<file path="src/rtl/if_fetch_pkg.sv">
// Shared widths, stall-vector bit positions and fetch FSM encoding for the
// instruction-fetch stage.
package if_fetch_pkg;

  localparam int INST_ADDR_W = 32;
  localparam int INST_W      = 32;

  localparam logic [31:0] ZERO_WORD = 32'h0000_0000;
  localparam logic [31:0] NOP_INST  = ZERO_WORD;

  localparam int STALL_IF = 0;
  localparam int STALL_ID = 2;

  typedef enum logic [1:0] {
    ST_REQ  = 2'd0,
    ST_WAIT = 2'd1,
    ST_DONE = 2'd2
  } fetch_state_e;

endpackage

</file>
<file path="src/rtl/if_fetch_branch_latch.sv">
// Holds a branch target resolved while the delay-slot instruction is still
// being fetched, so the PC can be redirected once that slot is presented.
module if_fetch_branch_latch #(
  parameter int ADDR_W = 32
) (
  input  logic              clk,
  input  logic              rst_n,
  input  logic              set_i,
  input  logic [ADDR_W-1:0] tgt_i,
  input  logic              clr_i,
  output logic              br_pend_o,
  output logic [ADDR_W-1:0] br_tgt_o
);

  logic              br_pend_q;
  logic [ADDR_W-1:0] br_tgt_q;

  // Clear wins over set: a flush discards any branch resolved in the same cycle.
  always_ff @(posedge clk) begin
    if (!rst_n) begin
      br_pend_q <= 1'b0;
      br_tgt_q  <= '0;
    end else if (clr_i) begin
      br_pend_q <= 1'b0;
    end else if (set_i) begin
      br_pend_q <= 1'b1;
      br_tgt_q  <= tgt_i;
    end
  end

  assign br_pend_o = br_pend_q;
  assign br_tgt_o  = br_tgt_q;

endmodule

</file>
<file path="src/rtl/if_fetch.sv">
// Instruction-fetch stage: owns the PC, single-outstanding req/gnt/rvalid fetch.
// Optional misaligned-PC detection (if_adel output) with `define IF_ADEL_CHK_EN.
module if_fetch
  import if_fetch_pkg::*;
#(
  parameter int                ADDR_W   = INST_ADDR_W,
  parameter int                DATA_W   = INST_W,
  parameter logic [ADDR_W-1:0] RESET_PC = '0
) (
  input  logic              clk,
  input  logic              rst_n,
  input  logic [5:0]        stall,
  input  logic              flush,
  input  logic [ADDR_W-1:0] new_pc,
  input  logic              branch_flag_i,
  input  logic [ADDR_W-1:0] branch_target_i,
  output logic              imem_req,
  output logic [ADDR_W-1:0] imem_addr,
  input  logic              imem_gnt,
  input  logic              imem_rvalid,
  input  logic [DATA_W-1:0] imem_rdata,
  output logic [ADDR_W-1:0] if_pc,
  output logic [DATA_W-1:0] if_inst,
`ifdef IF_ADEL_CHK_EN
  output logic              if_adel,
`endif
  output logic              stallreq_if
);

  fetch_state_e      state_q, state_d;
  logic [ADDR_W-1:0] pc_q, pc_d;
  logic [DATA_W-1:0] inst_q, inst_d;
  logic              kill_q, kill_d;
`ifdef IF_ADEL_CHK_EN
  logic              adel_q, adel_d;
`endif

  logic              br_now;
  logic              leave_done;
  logic              br_pend;
  logic [ADDR_W-1:0] br_tgt;
  logic [ADDR_W-1:0] pc_seq;
  logic              unused_stall;

  assign unused_stall = ^{stall[5:3], stall[1]};

  assign br_now     = branch_flag_i && !stall[STALL_ID];
  assign leave_done = (state_q == ST_DONE) && !stall[STALL_IF];
  // A branch resolved in the same cycle beats an older pending one.
  assign pc_seq     = br_now  ? branch_target_i :
                      br_pend ? br_tgt : pc_q + ADDR_W'(4);

  if_fetch_branch_latch #(
    .ADDR_W (ADDR_W)
  ) u_branch_latch (
    .clk       (clk),
    .rst_n     (rst_n),
    .set_i     (br_now && (state_q != ST_DONE)),
    .tgt_i     (branch_target_i),
    .clr_i     (flush || leave_done),
    .br_pend_o (br_pend),
    .br_tgt_o  (br_tgt)
  );

  always_comb begin
    state_d  = state_q;
    pc_d     = pc_q;
    inst_d   = inst_q;
    kill_d   = kill_q;
    imem_req = 1'b0;
`ifdef IF_ADEL_CHK_EN
    adel_d   = adel_q;
`endif

    case (state_q)
      ST_REQ: begin
`ifdef IF_ADEL_CHK_EN
        if (pc_q[1:0] != 2'b00) begin
          state_d = ST_DONE;
          inst_d  = '0;
          adel_d  = 1'b1;
        end else begin
          imem_req = 1'b1;
          if (imem_gnt) state_d = ST_WAIT;
        end
`else
        imem_req = 1'b1;
        if (imem_gnt) state_d = ST_WAIT;
`endif
      end
      ST_WAIT: begin
        if (imem_rvalid) begin
          if (kill_q) begin
            kill_d  = 1'b0;
            state_d = ST_REQ;
          end else begin
            inst_d  = imem_rdata;
            state_d = ST_DONE;
          end
        end
      end
      ST_DONE: begin
        if (!stall[STALL_IF]) begin
          pc_d    = pc_seq;
          state_d = ST_REQ;
`ifdef IF_ADEL_CHK_EN
          adel_d  = 1'b0;
`endif
        end
      end
      default: state_d = ST_REQ;
    endcase

    // Redirect overrides everything. A request accepted in the flush cycle
    // still gets a response, so it is waited out and dropped.
    if (flush) begin
      pc_d = new_pc;
`ifdef IF_ADEL_CHK_EN
      adel_d = 1'b0;
`endif
      case (state_q)
        ST_REQ: begin
          state_d = (imem_req && imem_gnt) ? ST_WAIT : ST_REQ;
          kill_d  = imem_req && imem_gnt;
        end
        ST_WAIT: begin
          state_d = imem_rvalid ? ST_REQ : ST_WAIT;
          kill_d  = !imem_rvalid;
        end
        default: state_d = ST_REQ;
      endcase
    end
  end

  always_ff @(posedge clk) begin
    if (!rst_n) begin
      state_q <= ST_REQ;
      pc_q    <= RESET_PC;
      inst_q  <= '0;
      kill_q  <= 1'b0;
`ifdef IF_ADEL_CHK_EN
      adel_q  <= 1'b0;
`endif
    end else begin
      state_q <= state_d;
      pc_q    <= pc_d;
      inst_q  <= inst_d;
      kill_q  <= kill_d;
`ifdef IF_ADEL_CHK_EN
      adel_q  <= adel_d;
`endif
    end
  end

  assign imem_addr   = pc_q;
  assign if_pc       = pc_q;
  assign if_inst     = (state_q == ST_DONE) ? inst_q : DATA_W'(NOP_INST);
  assign stallreq_if = (state_q != ST_DONE);
`ifdef IF_ADEL_CHK_EN
  assign if_adel     = adel_q;
`endif

endmodule

</file>
<file path="config.mk">
export PLATFORM = sky130hd
export DESIGN_NAME = if_fetch
export DESIGN_NICKNAME = d
export VERILOG_FILES = /design/src/rtl/if_fetch_pkg.sv /design/src/rtl/if_fetch_branch_latch.sv /design/src/rtl/if_fetch.sv
export SDC_FILE = /design/constraint.sdc
export NUM_CORES = 1
export LEC_CHECK = 0
export CAP_MARGIN = 25
export CORE_ASPECT_RATIO = 0.7
export CORE_MARGIN = 4
export CORE_UTILIZATION = 45
export DETAILED_ROUTE_END_ITERATION = 8
export PLACE_DENSITY_LB_ADDON = 0.3
export SYNTH_ARGS = -nofsm -noshare
export SYNTH_HDL_FRONTEND = slang
export SYNTH_SLANG_ARGS = --single-unit
</file>
<file path="constraint.sdc">
create_clock -name clk -period 2.6 [get_ports clk]
set_input_delay 0.26 -clock clk [delete_from_list [all_inputs] [get_ports clk]]
set_output_delay 0.26 -clock clk [all_outputs]
set_load 0.005 [all_outputs]
</file>
Word-level counts from Yosys, hierarchy flattened
Index checks and enable logic that the tools add are counted.

cells by class
  add/subtract/negate cells = 1
  multiply operators = 0
  divide/modulo/power cells = 0
  magnitude comparators = 0
  eq/ne operators = 7
  shift operators = 0
  muxes and demuxes = 20
  bitwise logic cells = 3
  reductions and logical operators = 15

operators by type and width
  operator                                               number
  2-to-1 mux 32 bit                                      6
  adder 32 x 3 -> 32 bit, second input constant          1
  2-to-1 mux 2 bit                                       5
  inequality test 3 bit, second input constant           3
  2-to-1 mux 1 bit                                       6
  case mux 2 bit (3 select lines)                        1
  AND reduction 3 bit                                    2
  logical AND 1 bit                                      4
  case mux 1 bit (2 select lines)                        2
  AND reduction 2 bit                                    2
  logical NOT 1 bit                                      3
  inverter 1 bit                                         3
  equality test 2 x 1 -> 1 bit, second input constant    1
  equality test 2 bit, second input constant             1
  logical NOT 2 bit                                      1
  inequality test 2 x 1 -> 1 bit, second input constant  1
  inequality test 2 bit, second input constant           1
  nonzero test 2 bit                                     1
  OR reduction 2 bit                                     1
  logical OR 1 bit                                       1

storage, ports and cells
  register bits = 100
  bits in latches = 0
  bits in writable memories = 0
  memory bits (read-only) = 0
  input bits = 108
  output and inout bits = 98
  word-level logic and storage cells = 52
  memories kept = 0

Depth between registers and ports, before layout
Gate-level depths: netlist of the first run.

  word-level depth = 6
  mapped depth = 8
  gate-level depth less buffers = 6

Hierarchy
A second synthesis of the first run with hierarchy kept.

unflattened totals
  cell total of the unflattened synthesis = 776
  area, all modules = 5845.6 sq um

by module, submodules not included
  module                 times used  cells each  area each (sq um)  seq. area each (sq um)
  if_fetch               1           633         4491.8             1341.3
  if_fetch_branch_latch  1           143         1353.8             660.6

Worst setup path after synthesis of the first run
No wires, ideal clock.

  kind = reg-to-reg
  start = register pc_q[2], in the netlist if_pc[2]
  end = register pc_q[28], in the netlist if_pc[28]
  setup time = 117 ps
  data arrival time = 1788 ps
  data required time = 2483 ps
  setup slack = 695 ps
  stages on the path, launching flop included = 7
  path buffers = 0
  period minus slack after synthesis = 1905 ps
  path through = dfxtp_1 ha_1 nand4_2 nor4_4 nand4_1 a31o_1 a32o_1

between the ends
  longest elaborated chain between the ends = 6

ends and longest elaborated chain
  element                 RTL line         text
  start, declared         if_fetch.sv:31   logic [ADDR_W-1:0] pc_q, pc_d;
  start signal, assigned  if_fetch.sv:146  pc_q <= pc_d;
  adder 32 x 3 -> 32 bit  if_fetch.sv:51   br_pend ? br_tgt : pc_q + ADDR_W'(4);
  2-to-1 mux 32 bit       if_fetch.sv:51
  2-to-1 mux 32 bit       if_fetch.sv:50   assign pc_seq = br_now ? branch_target_i :
  2-to-1 mux 32 bit       if_fetch.sv:103  if (!stall[STALL_IF]) begin
  2-to-1 mux 32 bit       if_fetch.sv:75   case (state_q)
  2-to-1 mux 32 bit       if_fetch.sv:116  if (flush) begin

No other way between the ends. The select of a mux whose other input is x is not followed.
A chain may end at the register's enable or synchronous reset.

Worst setup path in the final report of the first run
  start = register state_q[1]
  end = output if_inst[7]

between the ends
  longest elaborated chain between the ends = 2

ends and longest elaborated chain
  element                 RTL line         text
  start, declared         if_fetch.sv:30   fetch_state_e state_q, state_d;
  start signal, assigned  if_fetch.sv:145  state_q <= state_d;
  equality test 2 bit     if_fetch.sv:157  assign if_inst = (state_q == ST_DONE) ? inst_q : DATA_W'(NOP_INST);
  2-to-1 mux 32 bit       if_fetch.sv:157
  end, declared           if_fetch.sv:23   output logic [DATA_W-1:0] if_inst,

No other way between the ends.

==> metrics.md, run 1 <==
| Metric | Value |
|---|---|
| Outcome | `complete, no violations` |
| Sum of net half-perimeters after detailed placement | `13130 um` |
| Ordered list of cells on the worst path | `nor2b_2 -> buf_4 -> and2_1 -> clkdlybuf4s50_1` |
| Top-area cell type share of the netlist area | `35.75%` |
| # setup viols final | `0` |
| Most used cells in the layout excluding fill and tap cells | `sky130_fd_sc_hd__clkdlybuf4s50_1 (200), sky130_fd_sc_hd__nand2_1 (182), sky130_fd_sc_hd__dfxtp_1 (100)` |
| Number of synthesized flops with an enable pin | `0` |
| Maximum clock frequency | `0.4257 GHz` |
| Insertion delay to the later sink of the worst-skew pair | `0.34 ns` |
| Depth of the CTS H-tree | `3` |
| Total of hold buffers inserted after clock tree synthesis | `0` |
| Share of flip-flops with an asynchronous set or reset | `0%` |
| LEAKAGE | `2.854 nW` |
| Post-synthesis instance total | `760` |
| Die ar. | `0.01432 mm2` |
| Pins over their slew limit | `0` |
| Count of antenna-violating nets left after detailed routing | `0` |
| Type of the worst setup path | `reg2out` |
| RSZ-0062 raised after global routing | `no` |
| Highest net fanout along the worst path | `34` |
| I/O pin total | `206` |
| Clock Pin Slew Worst Setup and Hold Paths | `0.07 ns` |
| Initial DRT Pass Iterations | `5` |
| Post-synthesis instance area | `0.005600 mm2` |
| Final clock skew | `0.01205 ns` |
| Type of origin of the critical path | `flip-flop` |
| Number of diodes added for antenna fixing | `0` |
| Clk buf depth | `2` |
| Type of the worst min-delay path | `in2reg` |
| Global placement routability congestion | `0.9204` |
| Sequential group share of total power | `44.2%` |
| Root buf cell | `sky130_fd_sc_hd__clkbuf_16` |
| Sum of routed wire length over all layers | `18340 um` |
| Starting Density | `46.93%` |
| Seq/Total Area, Yosys | `35.75%` |
| Warning count from the yosys run | `0` |
| #FFs+latches synth | `100` |
| Min cycle time layout | `2.349 ns` |
| R2R Path Start | `state_q[1]` |
| Slowest CP cell | `sky130_fd_sc_hd__dfxtp_1` |
| Number of setup buffers added after CTS | `0` |
| Post-synthesis cell type count | `63` |
| Vias in the first global route | `5605` |
| Post-route cell area | `0.007898 mm2` |
| Mean number of vias per cell | `5.676` |
| Via count | `6107` |
| Fraction of power spent switching nets | `25.16%` |
| Worst slew margin relative to its limit | `55.20%` |
| Synth area leader | `sky130_fd_sc_hd__dfxtp_1` |
| Critical path launch point | `state_q[1]` |
| Placed instance area | `0.007579 mm2` |
| Part of the power in combinational logic | `18.5%` |
| PD cells | `486.1 mW/mm2` |
| Nature of the critical path endpoint | `output port` |
| TritonCTS clock tree | `built` |
| Resize count post-CTS | `0` |
| Clock Sink Count | `100` |
| Most common cell after layout, fill and taps aside | `sky130_fd_sc_hd__clkdlybuf4s50_1` |
| Hold Fails Final Rpt | `0` |
| Fraction of final layout cells sized beyond drive strength 1 | `7.182%` |
| Arrival time of data at the critical path endpoint | `2.09 ns` |
| Cell class contributing the biggest share of worst-path delay | `buffers and inverters` |
| Crit path buf inv count | `2` |
| Count of nets after finishing | `1023` |
| Maximum single-stage delay on the critical path | `0.53 ns` |
| Leftover overflow at the end of global routing | `0` |
| Area added between synthesis and finish | `41.02%` |
| Peak ir drop on the vdd network | `0.0003141 V` |
| Actual transition at the worst max-transition pin | `0.6696 ns` |
| Flip-flop cell with the highest count after synthesis | `sky130_fd_sc_hd__dfxtp_1` |
| WL per Instance | `17.05 um` |
| Core Area | `0.01193 mm2` |
| DRC errors left | `0` |
| Max-cap viol count | `0` |
| Initial drt markers | `438` |
| Maximum number of pins on one net before global-route repair | `46` |
| Synthesized area per cell | `7.369 um2` |
| Dominant cells by area after synthesis | `sky130_fd_sc_hd__dfxtp_1 (36%), sky130_fd_sc_hd__nand2_1 (12%), sky130_fd_sc_hd__a21oi_1 (7.8%), sky130_fd_sc_hd__buf_4 (4.3%), sky130_fd_sc_hd__and2_1 (3.9%)` |
| Global-route wire length before repair | `28660 um` |
| Number of core rows | `33` |
| Die H | `101.3 um` |
| Number of CTS-inserted buffers | `9` |
| Internal power summed over all cells | `0.002873 W` |
| Antenna violations before repair | `0` |
| Worst Path Required | `2.34 ns` |
| Reported net switching power | `0.0009659 W` |
| Clock network fraction of total power | `37.3%` |
| Buffers added on ports | `201` |
| Total routing usage reported by global routing | `24.45%` |
| Sum Neg Setup Slack | `0 ns` |
| Beginning of the worst hold path | `flush` |
| Number of nets produced by synthesis | `869` |
| Final Cycle Share | `90.34%` |
| Die width | `141.3 um` |
[power by group through the flow]
stage	logic, W	clock network, W	registers (W)
after floorplan	0.000336	0	0.00171
after CTS	0.000703	0.00146	0.00170
after detailed placement	0.000699	0	0.00173
after global routing	0.000764	0.00151	0.00171
final	0.000708	0.00143	0.00170
after global placement	0.000691	0	0.00173
[state kept, by name, summed over array words and instances, names as in the netlist]
signal,flops
state_q,2
if_pc,32
inst_q,32
kill_q,1
u_branch_latch.br_tgt_o,32
u_branch_latch.br_pend_o,1
[area by class of cell]
| cell class | count | area [um2] |
|---|---|---|
| fill | 1059 | 4035 |
| clock inverter | 4 | 72.57 |
| inverter | 8 | 30.03 |
| tap | 157 | 196.4 |
| multi-input combinational | 564 | 3118 |
| sequential | 100 | 2002 |
| timing repair buffer | 231 | 2232 |
| clock buffer | 12 | 246.5 |
[layer usage]
metal,GRT usage [%],wire length [um],up-vias
met5,0,0,-
met4,5.361,185,0
met3,6.418,2024,18
met2,39.19,8151,323
met1,33.40,7983,2835
li1,-,-,2931
[per-stage QoR]
step / utilization (%) / cells / setup slack (ns) / power, W / hold WS (ns)
after CTS: 66.18 / 1076 / 0.2237 / 0.003857 / 0.3819
after floorplan: - / 760 / 0.6947 / 0.002045 / 0.3960
after global placement: 63.51 / 1060 / 0.3783 / 0.002419 / 0.4376
after global routing: 66.18 / 1076 / 0.1304 / 0.003987 / 0.4353
final: 66.18 / 1076 / 0.2511 / 0.003839 / 0.3932
after detailed placement: 63.51 / 1060 / 0.3465 / 0.002429 / 0.4418
[cells in the mapped netlist (3+ instances only)]
| cell type | n |
|---|---|
| sky130_fd_sc_hd__a211oi_1 | 7 |
| sky130_fd_sc_hd__a21o_1 | 4 |
| sky130_fd_sc_hd__a21oi_1 | 87 |
| sky130_fd_sc_hd__a221oi_1 | 3 |
| sky130_fd_sc_hd__a22oi_1 | 5 |
| sky130_fd_sc_hd__a31o_1 | 3 |
| sky130_fd_sc_hd__a31oi_1 | 5 |
| sky130_fd_sc_hd__a32o_1 | 5 |
| sky130_fd_sc_hd__and2_1 | 35 |
| sky130_fd_sc_hd__and3_1 | 9 |
| sky130_fd_sc_hd__and4_1 | 5 |
| sky130_fd_sc_hd__buf_1 | 4 |
| sky130_fd_sc_hd__buf_2 | 15 |
| sky130_fd_sc_hd__buf_4 | 32 |
| sky130_fd_sc_hd__clkbuf_1 | 37 |
| sky130_fd_sc_hd__dfxtp_1 | 100 |
| sky130_fd_sc_hd__inv_1 | 8 |
| sky130_fd_sc_hd__mux2i_1 | 6 |
| sky130_fd_sc_hd__nand2_1 | 182 |
| sky130_fd_sc_hd__nand2b_1 | 3 |
| sky130_fd_sc_hd__nand3_1 | 24 |
| sky130_fd_sc_hd__nand4_1 | 7 |
| sky130_fd_sc_hd__nor2_1 | 31 |
| sky130_fd_sc_hd__nor3_1 | 19 |
| sky130_fd_sc_hd__nor4_1 | 6 |
| sky130_fd_sc_hd__o211ai_1 | 11 |
| sky130_fd_sc_hd__o21ai_0 | 31 |
| sky130_fd_sc_hd__o21ai_1 | 9 |
| sky130_fd_sc_hd__o221ai_1 | 5 |
| sky130_fd_sc_hd__o31ai_1 | 4 |
| sky130_fd_sc_hd__or3_1 | 3 |
| sky130_fd_sc_hd__xnor2_1 | 5 |
| sky130_fd_sc_hd__xor2_1 | 8 |
[path summary, 6_finish.rpt]
check	endpoint	slack [ns]	cells after the start
hold / removal	u_branch_latch.br_pend_o	0.39	4
setup / recovery	if_inst[7]	0.25	4
hold reg to reg	inst_q[30]	0.45	2
setup reg to reg	if_pc[22]	0.51	5
[worst register-to-register path, cell delays in order (launching register included)]
cell and delay [ns]:
sky130_fd_sc_hd__dfxtp_1 0.53, sky130_fd_sc_hd__nor3b_4 0.43, sky130_fd_sc_hd__o21ai_2 0.25, sky130_fd_sc_hd__nor2_2 0.41
sky130_fd_sc_hd__o21ai_1 0.13, sky130_fd_sc_hd__o311ai_1 0.27
[logic make-up after synthesis]
kind of cell	synth area share, %
mux	1.072
buf+inv	8.914
xor+xnor	2.033
flops	35.75
fa+ha+maj	0.2234
simple gates	29.98
compound gates	22.03
No activity file was read; power rests on OpenSTA's default activity.
==> run 2: changes to the inputs <==
--- a/config.mk
+++ b/config.mk
@@ -5,7 +5,7 @@
 export SDC_FILE = /design/constraint.sdc
 export NUM_CORES = 1
 export LEC_CHECK = 0
-export CAP_MARGIN = 25
+export CAP_MARGIN = 20
 export CORE_ASPECT_RATIO = 0.7
 export CORE_MARGIN = 4
 export CORE_UTILIZATION = 45
==> results of run 2 <==
No change in the layout: final DEF, timing and power equal those of run 1.
==> run 3: changes to the inputs <==
--- a/config.mk
+++ b/config.mk
@@ -7,10 +7,10 @@
 export LEC_CHECK = 0
 export CAP_MARGIN = 20
 export CORE_ASPECT_RATIO = 0.7
-export CORE_MARGIN = 4
+export CORE_MARGIN = 2
 export CORE_UTILIZATION = 45
 export DETAILED_ROUTE_END_ITERATION = 8
-export PLACE_DENSITY_LB_ADDON = 0.3
+export PLACE_DENSITY = 0.81
 export SYNTH_ARGS = -nofsm -noshare
 export SYNTH_HDL_FRONTEND = slang
 export SYNTH_SLANG_ARGS = --single-unit
==> run 3 against run 2 <==
Effect of this change:
- flip-flop and latch count did not move
- wire length fell by 1.8%
- non-clock buffer count rose by 6
- clock power fell by 6%
- cell count rose by 1.0%
==> metrics.md, run 3 (same netlist as run 1, synthesis figures left out) <==
| Metric | Value |
|---|---|
| Nature of the critical path endpoint | `output port` |
| TritonCTS clock tree | `built` |
| Slowest CP cell | `sky130_fd_sc_hd__dfxtp_1` |
| DRC errors left | `0 (unchanged)` |
| RSZ-0062 raised after global routing | `no` |
| Buffers added on ports | `201 (unchanged)` |
| Number of core rows | `34 (+3.0%)` |
| Via count | `6077 (-0.49%)` |
| Maximum number of pins on one net before global-route repair | `39 (-15%)` |
| Placed instance area | `0.007642 mm2 (+0.84%)` |
| Initial DRT Pass Iterations | `5 (unchanged)` |
| Sum of net half-perimeters after detailed placement | `12890 um (-1.8%)` |
| Type of the worst min-delay path | `in2reg` |
| Insertion delay to the later sink of the worst-skew pair | `0.36 ns (+0.02 ns)` |
| Sum Neg Setup Slack | `0 ns (unchanged)` |
| I/O pin total | `206 (unchanged)` |
| Most used cells in the layout excluding fill and tap cells | `sky130_fd_sc_hd__clkdlybuf4s50_1 (200), sky130_fd_sc_hd__nand2_1 (182), sky130_fd_sc_hd__dfxtp_1 (100)` |
| Type of the worst setup path | `reg2out` |
| End point of the worst hold path | `state_q[1]` |
| Capturing point of the worst reg2reg path | `if_pc[27]` |
| Global-route wire length before repair | `28980 um (+1.1%)` |
| Maximum clock frequency | `0.4199 GHz (-1.4%)` |
| Arrival time of data at the critical path endpoint | `2.12 ns (+0.03 ns)` |
| Actual transition at the worst max-transition pin | `0.5878 ns (-0.08176 ns)` |
| Clock Sink Count | `100 (unchanged)` |
| Clock Pin Slew Worst Setup and Hold Paths | `0.07 ns (about the same)` |
| Die ar. | `0.01337 mm2 (-6.7%)` |
| Internal power summed over all cells | `0.002688 W (-6.5%)` |
| LEAKAGE | `2.882 nW (+1.0%)` |
| Antenna violations before repair | `0 (unchanged)` |
| Root buf cell | `sky130_fd_sc_hd__clkbuf_16` |
| Area added between synthesis and finish | `41.67%` |
| Total of hold buffers inserted after clock tree synthesis | `0 (unchanged)` |
| Hold Fails Final Rpt | `0 (unchanged)` |
| Count of nets after finishing | `1029 (+0.59%)` |
| R2R Path Start | `state_q[1]` |
| Cell class contributing the biggest share of worst-path delay | `buffers and inverters` |
| Type of origin of the critical path | `flip-flop` |
| Number of setup buffers added after CTS | `0 (unchanged)` |
| Worst Path Required | `2.34 ns (about the same)` |
| Beginning of the worst hold path | `flush` |
| Critical path launch point | `state_q[1]` |
| Initial drt markers | `512 (+17%)` |
| Part of the power in combinational logic | `19.2% (+0.7 points)` |
| Die H | `97.34 um (-3.9%)` |
| Global placement routability congestion | `0.9087 (-1.3%)` |
| Worst slew margin relative to its limit | `60.64% (+5.4 points)` |
| Post-route cell area | `0.007934 mm2 (+0.46%)` |
| Final clock skew | `0.01008 ns (-0.001970 ns)` |
| Reg2Reg Setup Slack | `0.45 ns (-0.06 ns)` |
| WL per Instance | `16.58 um (-2.8%)` |
| Number of stages on the worst hold path | `4 (unchanged)` |
| Worst r2r path cells | `5 (unchanged)` |
| Fraction of power spent switching nets | `28.46% (+3.3 points)` |
| Starting Density | `45.55% (-1.4 points)` |
| Number of fill cells in the layout | `1101 (+4.0%)` |
| PD cells | `473.6 mW/mm2 (-2.6%)` |
| Highest net fanout along the worst path | `34 (unchanged)` |
| Count of antenna-violating nets left after detailed routing | `0 (unchanged)` |
| Resize count post-CTS | `0 (unchanged)` |
| Sum of routed wire length over all layers | `18020 um (-1.8%)` |
| Total chip power | `0.003757 W (-2.1%)` |
| Fraction of final layout cells sized beyond drive strength 1 | `8.000% (+0.82 points)` |
| Clock network fraction of total power | `35.7% (-1.6 points)` |
| Min cycle time layout | `2.382 ns (+0.03259 ns)` |
| # setup viols final | `0 (unchanged)` |
| Reported net switching power | `0.001069 W (+11%)` |
| Most common cell after layout, fill and taps aside | `sky130_fd_sc_hd__clkdlybuf4s50_1` |
| Crit path buf inv count | `2 (unchanged)` |
| Mean number of vias per cell | `5.591 (-1.5%)` |
| Core Area | `0.01229 mm2 (+3.0%)` |
| Die width | `137.3 um (-2.8%)` |
| Peak ir drop on the vdd network | `0.0003106 V (-1.1%)` |
| Pins over their slew limit | `0 (unchanged)` |
| Number of diodes added for antenna fixing | `0 (unchanged)` |
| Clk buf depth | `2 (unchanged)` |
| Maximum single-stage delay on the critical path | `0.53 ns (about the same)` |
| Max-cap viol count | `0 (unchanged)` |
| Depth of the CTS H-tree | `3 (unchanged)` |
| Total routing usage reported by global routing | `27.31% (+2.9 points)` |
| Outcome | `complete, no violations` |
| Number of CTS-inserted buffers | `9 (unchanged)` |
| Ordered list of cells on the worst path | `nor2b_2 -> buf_4 -> and2_1 -> clkdlybuf4s50_1` |
| Vias in the first global route | `5644 (+0.70%)` |
| Sequential group share of total power | `45.0% (+0.8 points)` |
| Leftover overflow at the end of global routing | `0 (unchanged)` |
| Final Cycle Share | `91.60% (+1.3 points)` |
run 3: cell types whose count changed in the layout (fill, tap and decap cells not counted), moves of 2 or more:
cell / change
sky130_fd_sc_hd__bufinv_16: -2
sky130_fd_sc_hd__inv_6: +3
sky130_fd_sc_hd__inv_8: +2
sky130_fd_sc_hd__clkbuf_1: -2
sky130_fd_sc_hd__buf_4: +5
sky130_fd_sc_hd__clkinv_4: +2
run 3: cell type report:
type | count | area, um2 | share of cell area, %
clock inverters | 7 | 66.31 | 0.8358
clock buffers | 9 | 225.2 | 2.839
flip-flops and latches | 100 | 2002 | 25.23
well taps | 162 | 202.7 | 2.555
multi-input cells | 564 | 3118 | 39.30
repair buffers | 237 | 2290 | 28.86
inverters | 8 | 30.03 | 0.3785
run 3: power by group through the flow:
stage	sequential, W	combinational [W]	clock [W]
finish	0.00169	0.000722	0.00134
global route	0.00170	0.000786	0.00141
CTS	0.00169	0.000718	0.00137
detailed placement	0.00173	0.000714	0
global placement	0.00172	0.000705	0
floorplan	0.00171	0.000336	0
run 3: worst reg2reg max path: stages, from the launching register on:
cell and delay (ns):
sky130_fd_sc_hd__dfxtp_1 0.53, sky130_fd_sc_hd__nor3b_4 0.48, sky130_fd_sc_hd__o211ai_1 0.32, sky130_fd_sc_hd__a221oi_1 0.34, sky130_fd_sc_hd__nor3b_1 0.29, sky130_fd_sc_hd__a211o_1 0.14
run 3: per-stage QoR:
stage | cells | util [%] | hold slack, ns | setup WS [ns]
2_1_floorplan | 760 | - | 0.3960 | 0.6947
3_3_place_gp | 1071 | 62.16 | 0.4375 | 0.4925
3_5_place_dp | 1071 | 62.16 | 0.4418 | 0.3863
4_1_cts | 1087 | 64.53 | 0.4005 | 0.2034
5_1_grt | 1087 | 64.53 | 0.4467 | 0.1089
6_report | 1087 | 64.53 | 0.4296 | 0.2185
run 3: per-layer routing:
metal	track usage, %	share of wire, %
met2	42.59	46
met5	0	0
met3	6.208	9.9
met4	7.296	1.2
met1	37.89	43
run 3: worst max path at each step:
| stage | to | slack (ns) | cells after the start |
|---|---|---|---|
| after global placement | if_pc[27] | 0.49 | 6 |
| after global routing | if_inst[27] | 0.11 | 4 |
| after CTS | if_inst[11] | 0.20 | 4 |
| final | if_inst[9] | 0.22 | 4 |
| after detailed placement | if_pc[27] | 0.39 | 6 |
| after floorplan | if_pc[28] | 0.69 | 6 |
